File: config.mk
export PLATFORM = sky130hd
export DESIGN_NAME = param_fifo
export DESIGN_NICKNAME = d
export VERILOG_FILES = /design/src/rtl/param_fifo.sv
export SDC_FILE = /design/constraint.sdc
export NUM_CORES = 1
export LEC_CHECK = 0
export BUFFER_PORTS_ARGS = -buffer_cell sky130_fd_sc_hd__clkbuf_2
export CORE_ASPECT_RATIO = 1.2
export CORE_MARGIN = 3
export CORE_UTILIZATION = 55
export CTS_BUF_LIST = sky130_fd_sc_hd__clkbuf_4
export CTS_CLUSTER_SIZE = 28
export DETAILED_ROUTE_END_ITERATION = 10
export PLACE_DENSITY_LB_ADDON = 0.15
export SLEW_MARGIN = 20
export SYNTH_ARGS = -nofsm -noshare
export SYNTH_HDL_FRONTEND = slang
export SYNTH_SLANG_ARGS = --single-unit
export TNS_END_PERCENT = 100
File: constraint.sdc
create_clock -name clk -period 2.02 [get_ports clk]
set_input_delay 0.303 -clock clk [delete_from_list [all_inputs] [get_ports clk]]
set_output_delay 0.303 -clock clk [all_outputs]
set_load 0.02 [all_outputs]
File: src/rtl/param_fifo.sv
// param_fifo: parametrised first-word-fall-through FIFO with occupancy count,
// almost-full/almost-empty flags and a synchronous flush. The producer side uses
// valid/ready and the consumer side uses valid/yumi.
module param_fifo #(
  parameter int unsigned WIDTH     = 8,
  parameter int unsigned DEPTH     = 8,
  parameter int unsigned AF_THRESH = DEPTH - 1,
  parameter int unsigned AE_THRESH = 1
) (
  input  logic                       clk,
  input  logic                       reset,
  input  logic                       valid_i,
  output logic                       rdy,
  input  logic [WIDTH-1:0]           data_i,
  output logic                       valid_o,
  input  logic                       yumi,
  output logic [WIDTH-1:0]           data_o,
  input  logic                       flush_i,
  output logic [$clog2(DEPTH+1)-1:0] count_o,
  output logic                       almost_full_o,
  output logic                       almost_empty_o
);

  localparam int unsigned PtrW = $clog2(DEPTH);
  localparam int unsigned CntW = $clog2(DEPTH + 1);

  localparam logic [PtrW-1:0] LastPtr  = PtrW'(DEPTH - 1);
  localparam logic [CntW-1:0] DepthCnt = CntW'(DEPTH);
  localparam logic [CntW-1:0] AfCnt    = CntW'(AF_THRESH);
  localparam logic [CntW-1:0] AeCnt    = CntW'(AE_THRESH);

  logic [WIDTH-1:0] mem_q [DEPTH];
  logic [PtrW-1:0]  wr_ptr_q, wr_ptr_d;
  logic [PtrW-1:0]  rd_ptr_q, rd_ptr_d;
  logic [CntW-1:0]  count_q, count_d;
  logic             wr_en, rd_en;

  // Explicit wrap so non-power-of-two depths never index past the last entry.
  function automatic logic [PtrW-1:0] ptr_inc(input logic [PtrW-1:0] p);
    return (p == LastPtr) ? '0 : p + PtrW'(1);
  endfunction

  // Handshake decode: both sides look only at the registered count.
  always_comb begin
    wr_en = valid_i & rdy;
    rd_en = yumi & valid_o;
  end

  // Next pointers and occupancy; flush wins over any concurrent write or read.
  always_comb begin
    wr_ptr_d = wr_ptr_q;
    rd_ptr_d = rd_ptr_q;
    count_d  = count_q;
    if (flush_i) begin
      wr_ptr_d = '0;
      rd_ptr_d = '0;
      count_d  = '0;
    end else begin
      if (wr_en) wr_ptr_d = ptr_inc(wr_ptr_q);
      if (rd_en) rd_ptr_d = ptr_inc(rd_ptr_q);
      count_d = count_q + CntW'(wr_en) - CntW'(rd_en);
    end
  end

  // Control state with asynchronous clear.
  always_ff @(posedge clk or posedge reset) begin
    if (reset) begin
      wr_ptr_q <= '0;
      rd_ptr_q <= '0;
      count_q  <= '0;
    end else begin
      wr_ptr_q <= wr_ptr_d;
      rd_ptr_q <= rd_ptr_d;
      count_q  <= count_d;
    end
  end

  // Storage is not reset; contents past the read pointer are never observed.
  always_ff @(posedge clk) begin
    if (wr_en && !flush_i) mem_q[wr_ptr_q] <= data_i;
  end

  // Status and head-of-queue outputs, all derived from registered state.
  always_comb begin
    rdy            = (count_q != DepthCnt);
    valid_o        = (count_q != '0);
    data_o         = valid_o ? mem_q[rd_ptr_q] : '0;
    count_o        = count_q;
    almost_full_o  = (count_q >= AfCnt);
    almost_empty_o = (count_q <= AeCnt);
  end

endmodule

Word level (Yosys, flattened, before mapping)
Memories as Yosys holds them, arrays and structs flattened.
Index checks and enable logic that the tools add are counted.
Widths: inputs -> output; s select.
Word-level totals
  register bits: 10
  bits in writable memories: 64
  input bits: 13
  output and inout port bits: 16
  logic and storage cells: 30
  memories: 1
Memories
  mem_q: depth 8, width 8, read ports 1, clocked after Yosys merged registers in 0, write ports 1, line 32  | logic [WIDTH-1:0] mem_q [DEPTH];
Operators by class
  add/subtract/negate cells: 4
  magnitude comparators: 2
  eq/ne operators: 3
  multiplexer cells: 10
  bitwise gates (word level): 2
  reduce and logical (&&, ||, !) cells: 5
Operators by type and width (number)
  $mux 3: 6
  $mux 8: 1
  $add 3x1->3 const B: 2
  $eq 3x3->1 const B: 2
  $add 4x1->4: 1
  $ge 4x3->1 const B: 1
  $le 4x1->1 const B: 1
  $mux 4: 1
  $ne 4x4->1 const B: 1
  $reduce_bool 2->1: 2
  $reduce_bool 4->1: 1
  $sub 4x1->4: 1
  $and 1x1->1: 2
  $mux 1: 2
  $logic_and 1x1->1: 1
  $logic_not 1->1: 1

Logic depth before layout (Yosys ltp)
  word-level depth: 5
  depth in mapped cells: 11
  depth with buffers taken out: 11

Worst setup path before layout
Ideal clock, no wire load.
  path kind: register to register
  start: reg count_q[2], in the netlist count_o[2]
  end: reg count_q[3], in the netlist count_o[3]
  setup time: 0.125 ns
  arrival time: 2.366 ns
  data required time: 1.895 ns
  path slack: -0.471 ns
  cell stages (with the launch flop): 12
  path buffers: 0
  clock period less this slack: 2.491 ns
  cells stage by stage: dfrtp_1 -> inv_1 -> ha_1 -> nor3b_2 -> inv_1 -> nand2_1 -> ha_1 -> inv_1 -> ha_1 -> a21o_1 -> a21oi_1 -> mux2_2
On the way
  word-level cells in the longest chain between the ends: 5
  elaborated cells on any way between the ends: 7
  those cells by class: add/sub: 2; eq/ne: 1; mux: 1; bitwise: 2; reduce/logical: 1
Ends and longest elaborated chain
  start, declared: line 35  | logic [CntW-1:0] count_q, count_d;
  start signal, assigned: line 74  | count_q <= count_d;
  $ne 4x4->1: line 85  | rdy = (count_q != DepthCnt);
  named net rdy: line 13  | output logic rdy,
  $and 1x1->1: line 45  | wr_en = valid_i & rdy;
  $add 4x1->4: line 61  | count_d = count_q + CntW'(wr_en) - CntW'(rd_en);
  $sub 4x1->4: line 61
  $mux 4: line 54  | if (flush_i) begin
  named net count_d[3]: line 35
The timed path passes the listed nets, and every way through them passes these cells.
A chain may end at the register's enable or synchronous reset.

Worst setup path in the final report
  start: reg count_q[2], in the netlist count_o[2]
  end: reg count_q[3], in the netlist count_o[3]
On the way
  word-level cells in the longest chain between the ends: 5
  elaborated cells on any way between the ends: 7
  those cells by class: add/sub: 2; eq/ne: 1; mux: 1; bitwise: 2; reduce/logical: 1
Ends and longest elaborated chain (line)
  $ne 4x4->1: 85
  $and 1x1->1: 45
  $add 4x1->4: 61
  $sub 4x1->4 *: 61
  $mux 4 *: 54
  named net count_d[3]: 35
Mark *: on every way through the listed nets, which the timed path passes. The rest lies on a longest branch.

==> impl_results.md <==
- Status: finished, violations left
- Failing checks: setup timing
- Num CTS Buffers: 9
- Root Buffer: clkbuf_4
- Post-synthesis sequential area ratio: 67.1%
- Layout Skew: 15.8 ps
- DP Area: 0.00372 sq mm
- Post-route antenna net violation count: 0
- Critical path fanouts, max: 3
- Final #Nets: 301
- Max Cap Violations: 0
- Total gr overflow: 0
- Net switching share of the total power: 32.9%
- H-tree depth: 3
- Final instance area: 0.00413 sq mm
- Largest net degree at the start of global routing: 21
- Seq cells post-synth: 74
- IO Pins: 29
- Worst setup slack after layout: -164 ps
- Tcrit/Tclk final: 108%
- Post-synthesis mux area share: 10.2%
- Clk pwr share: 18.2%
- Core Rows: 29
- Worst Path Arrival: 2480 ps
- XOR/XNOR Fraction of Synth Area: 0.271%
- Tot GR Track Use: 20.4%
- Fin crit period: 2180 ps
- N_diodes: 0
- Slew Limit Headroom: 71.6%
- Hold Fails Final Rpt: 0
- Syn nets: 240
- Vias post-DR: 2001
- Post-Synthesis Cell Area: 0.00324 sq mm
- Fmax: 458 MHz
- Initial Util: 59.1%
- Largest family of logic cells by synthesized area: multiplexers
- Sequential power share: 37.7%
- Slew @ Worst Pin: 426 ps
- Warnings from Yosys: 0
- Power Dens Cells: 1180 mW/mm^2
- Clock latency on the worst-skew pair: 420 ps
- Clock-pin slew on the worst setup and hold paths: 120 ps
- Final WL: 6550 um
- Layout cells sized above 1: 41.8%
- Internal power: 0.00327 W
- Setup CP Type: flip-flop to flip-flop
- HPWL after detailed placement: 4320 um
- Die W: 76.0 um
- Tightest Hold Check Type: input port to flip-flop
- DIE HEIGHT: 90.0 um
- Dpl ws: -125 ps
- NetSw: 0.00161 W
- Count of cell types in the netlist: 31
- Post-Synth Adder-Cell Area: 5.26%
- Post-route DRC: 0
- RSZ-0062 raised after global routing: true
- RePlAce Congestion: 0.779
- Max Buffers Root-to-Sink: 2
- Power share of the combinational group: 44.1%
- Slowest CP cell: dfrtp_2
- Core Area: 0.00548 sq mm
- Post-Synth Simple-Gate Area: 7.92%
- CP endpoint kind: flip-flop
- Compound-cell area share of the yosys netlist: 6.26%
- Worst VDD drop: 0.834 mV
- DRT Pass-1 Iters: 4
- CP cell instances: inv_4, ha_2, nor3b_4, inv_2, nand2_2, ha_4, inv_2, ha_4, a21o_1, a21oi_2, mux2_4
- Vias in the first global route: 2088
- Initial antenna violation count: 0
- Fin. max-slew vios: 0
- CTS tree: yes
- Setup TNS: -1380 ps
- CP required: 2320 ps
- Die ar.: 0.00685 sq mm
- Leakage power: 1.50 nW
- PortBufs: 28
- Via/cell ratio: 5.61
- Worst Setup Start Kind: flip-flop
- First-pass GRT wire length: 10600 um
- Fillers: 329
- Crit-path max cell delay: 440 ps
- Layout area overhead: 27.7%
- Cell count after synthesis: 214
- Clock sink count: 74
- Avg Inst Size Synth: 15.1 sq um
- Finish-stage setup viols: 21
- WL per Instance: 18.3 um
- Initial DRC count: 129
- Final core utilization: 75.4%
==> path summary, 6_finish.rpt <==
kind	depth (start not counted)	slack, ps	endpoint	start
worst max-delay path	11	-160	count_o[3]	count_o[2]
worst min-delay path	3	160	rd_ptr_q[1]	yumi
worst max register to register	11	-160	count_o[3]	count_o[2]
worst min register to register	2	630	wr_ptr_q[0]	wr_ptr_q[0]
max in group asynchronous	3	1290	count_o[2]	reset
min in group asynchronous	3	400	wr_ptr_q[2]	reset
==> critical path, delay by kind of cell, from the launching register on <==
family	cells	cell delay, ps
AO/OA/AOI/OAI	2	310
multiplexers	1	310
buffers and inverters	3	190
flip-flops	1	440
adder cells (fa/ha/maj)	3	510
AND/OR/NAND/NOR	2	320
==> registers in the layout, summed over array words and instances (netlist names) <==
| register | cells |
|---|---|
| count_o | 4 |
| mem_q | 64 |
| wr_ptr_q | 3 |
| rd_ptr_q | 3 |
==> repair_timing <==
action,in CTS,in global routing
setup buffers,6,0
setup endpoints to repair,12,46
hold endpoints to repair,10,0
hold buffers,1,0
pin swaps,3,4
gates resized for setup,32,33
==> metal layers <==
metal | up-vias | share of wire [%] | global-route usage (%) | routed length (um)
met5 | - | 0 | 0 | 0
met4 | 0 | 2.3 | 10.6 | 152
met3 | 12 | 2.9 | 3.70 | 189
met2 | 50 | 55 | 36.7 | 3610
met1 | 999 | 40 | 23.0 | 2590
li1 | 940 | - | - | -
==> power by group through the flow <==
stage	sequential (W)	combinational [W]	clock, W
floorplan	0.00188	0.00101	0
global placement	0.00187	0.00155	0
detailed placement	0.00188	0.00157	0
CTS	0.00183	0.00192	0.000911
global route	0.00185	0.00229	0.000992
finish	0.00184	0.00215	0.000889
==> per-stage QoR <==
stage,power [W],std cells,hold slack (ps)
floorplan,0.00289,214,143
global placement,0.00341,334,295
detailed placement,0.00345,334,299
CTS,0.00466,357,139
global route,0.00513,357,135
finish,0.00488,357,158
==> layout by cell type (no fill, tap or decap), types with 3 or more instances in the layout <==
master	netlist	final
edfxtp_1	64	64
mux2i_1	32	32
buf_4	2	22
clkbuf_2	0	18
a22oi_1	16	16
clkbuf_4	0	9
buf_6	2	9
and3_4	0	8
a21oi_1	9	7
ha_1	12	7
o21ai_0	6	6
inv_2	1	5
nor2_1	10	5
dfrtp_1	10	5
dfrtp_2	0	5
buf_8	0	5
nor2_4	0	4
ha_4	0	4
buf_12	0	4
inv_1	9	3
nand4b_1	3	3
nor2b_1	5	3
nand3_1	3	3
==> cell type report <==
class / count / area [sq um] / area share [%]
Multi-Input combinational cell: 121 / 1160 / 28.0
Tap cell: 77 / 96.3 / 2.33
Timing Repair Buffer: 59 / 522 / 12.6
Inverter: 10 / 42.5 / 1.03
Sequential cell: 74 / 2180 / 52.7
Clock inverter: 7 / 67.6 / 1.63
Clock buffer: 9 / 67.6 / 1.63
==> cells in the mapped netlist <==
cell,instances,share of area (%)
nor3_2,1,0.31
a22oi_1,16,3.7
nor3_1,1,0.15
nor3b_2,2,0.77
a21oi_1,9,1.4
nand3_1,3,0.46
mux2i_1,32,9.9
ha_1,12,4.6
dfrtp_1,10,7.7
nand4b_1,3,0.81
a21o_1,1,0.23
o21ai_0,6,0.93
nor2_1,10,1.2
or4_4,1,0.35
buf_2,1,0.15
nor2b_1,5,0.97
mux2_2,1,0.35
clkbuf_1,3,0.35
inv_1,9,1.0
xnor2_1,1,0.27
nand2b_1,2,0.39
buf_1,1,0.12
fa_1,1,0.62
nand2_1,3,0.35
edfxtp_1,64,59
buf_6,2,0.70
or4_1,2,0.46
and2_1,1,0.19
buf_4,2,0.46
inv_2,1,0.12
and3_1,8,1.5
==> cells by family (layout without fill, tap and decap cells) <==
logic type                 count (synthesis)  count (layout)
AOI/OAI and AO/OA                         32              32
xor gates and xnor gates                   1               1
adders and majority gates                 13              13
buffers and inverters                     19              85
DFF                                       74              74
muxes                                     33              33
and+or+nand+nor                           42              42
(Power assumes the default switching activity.)
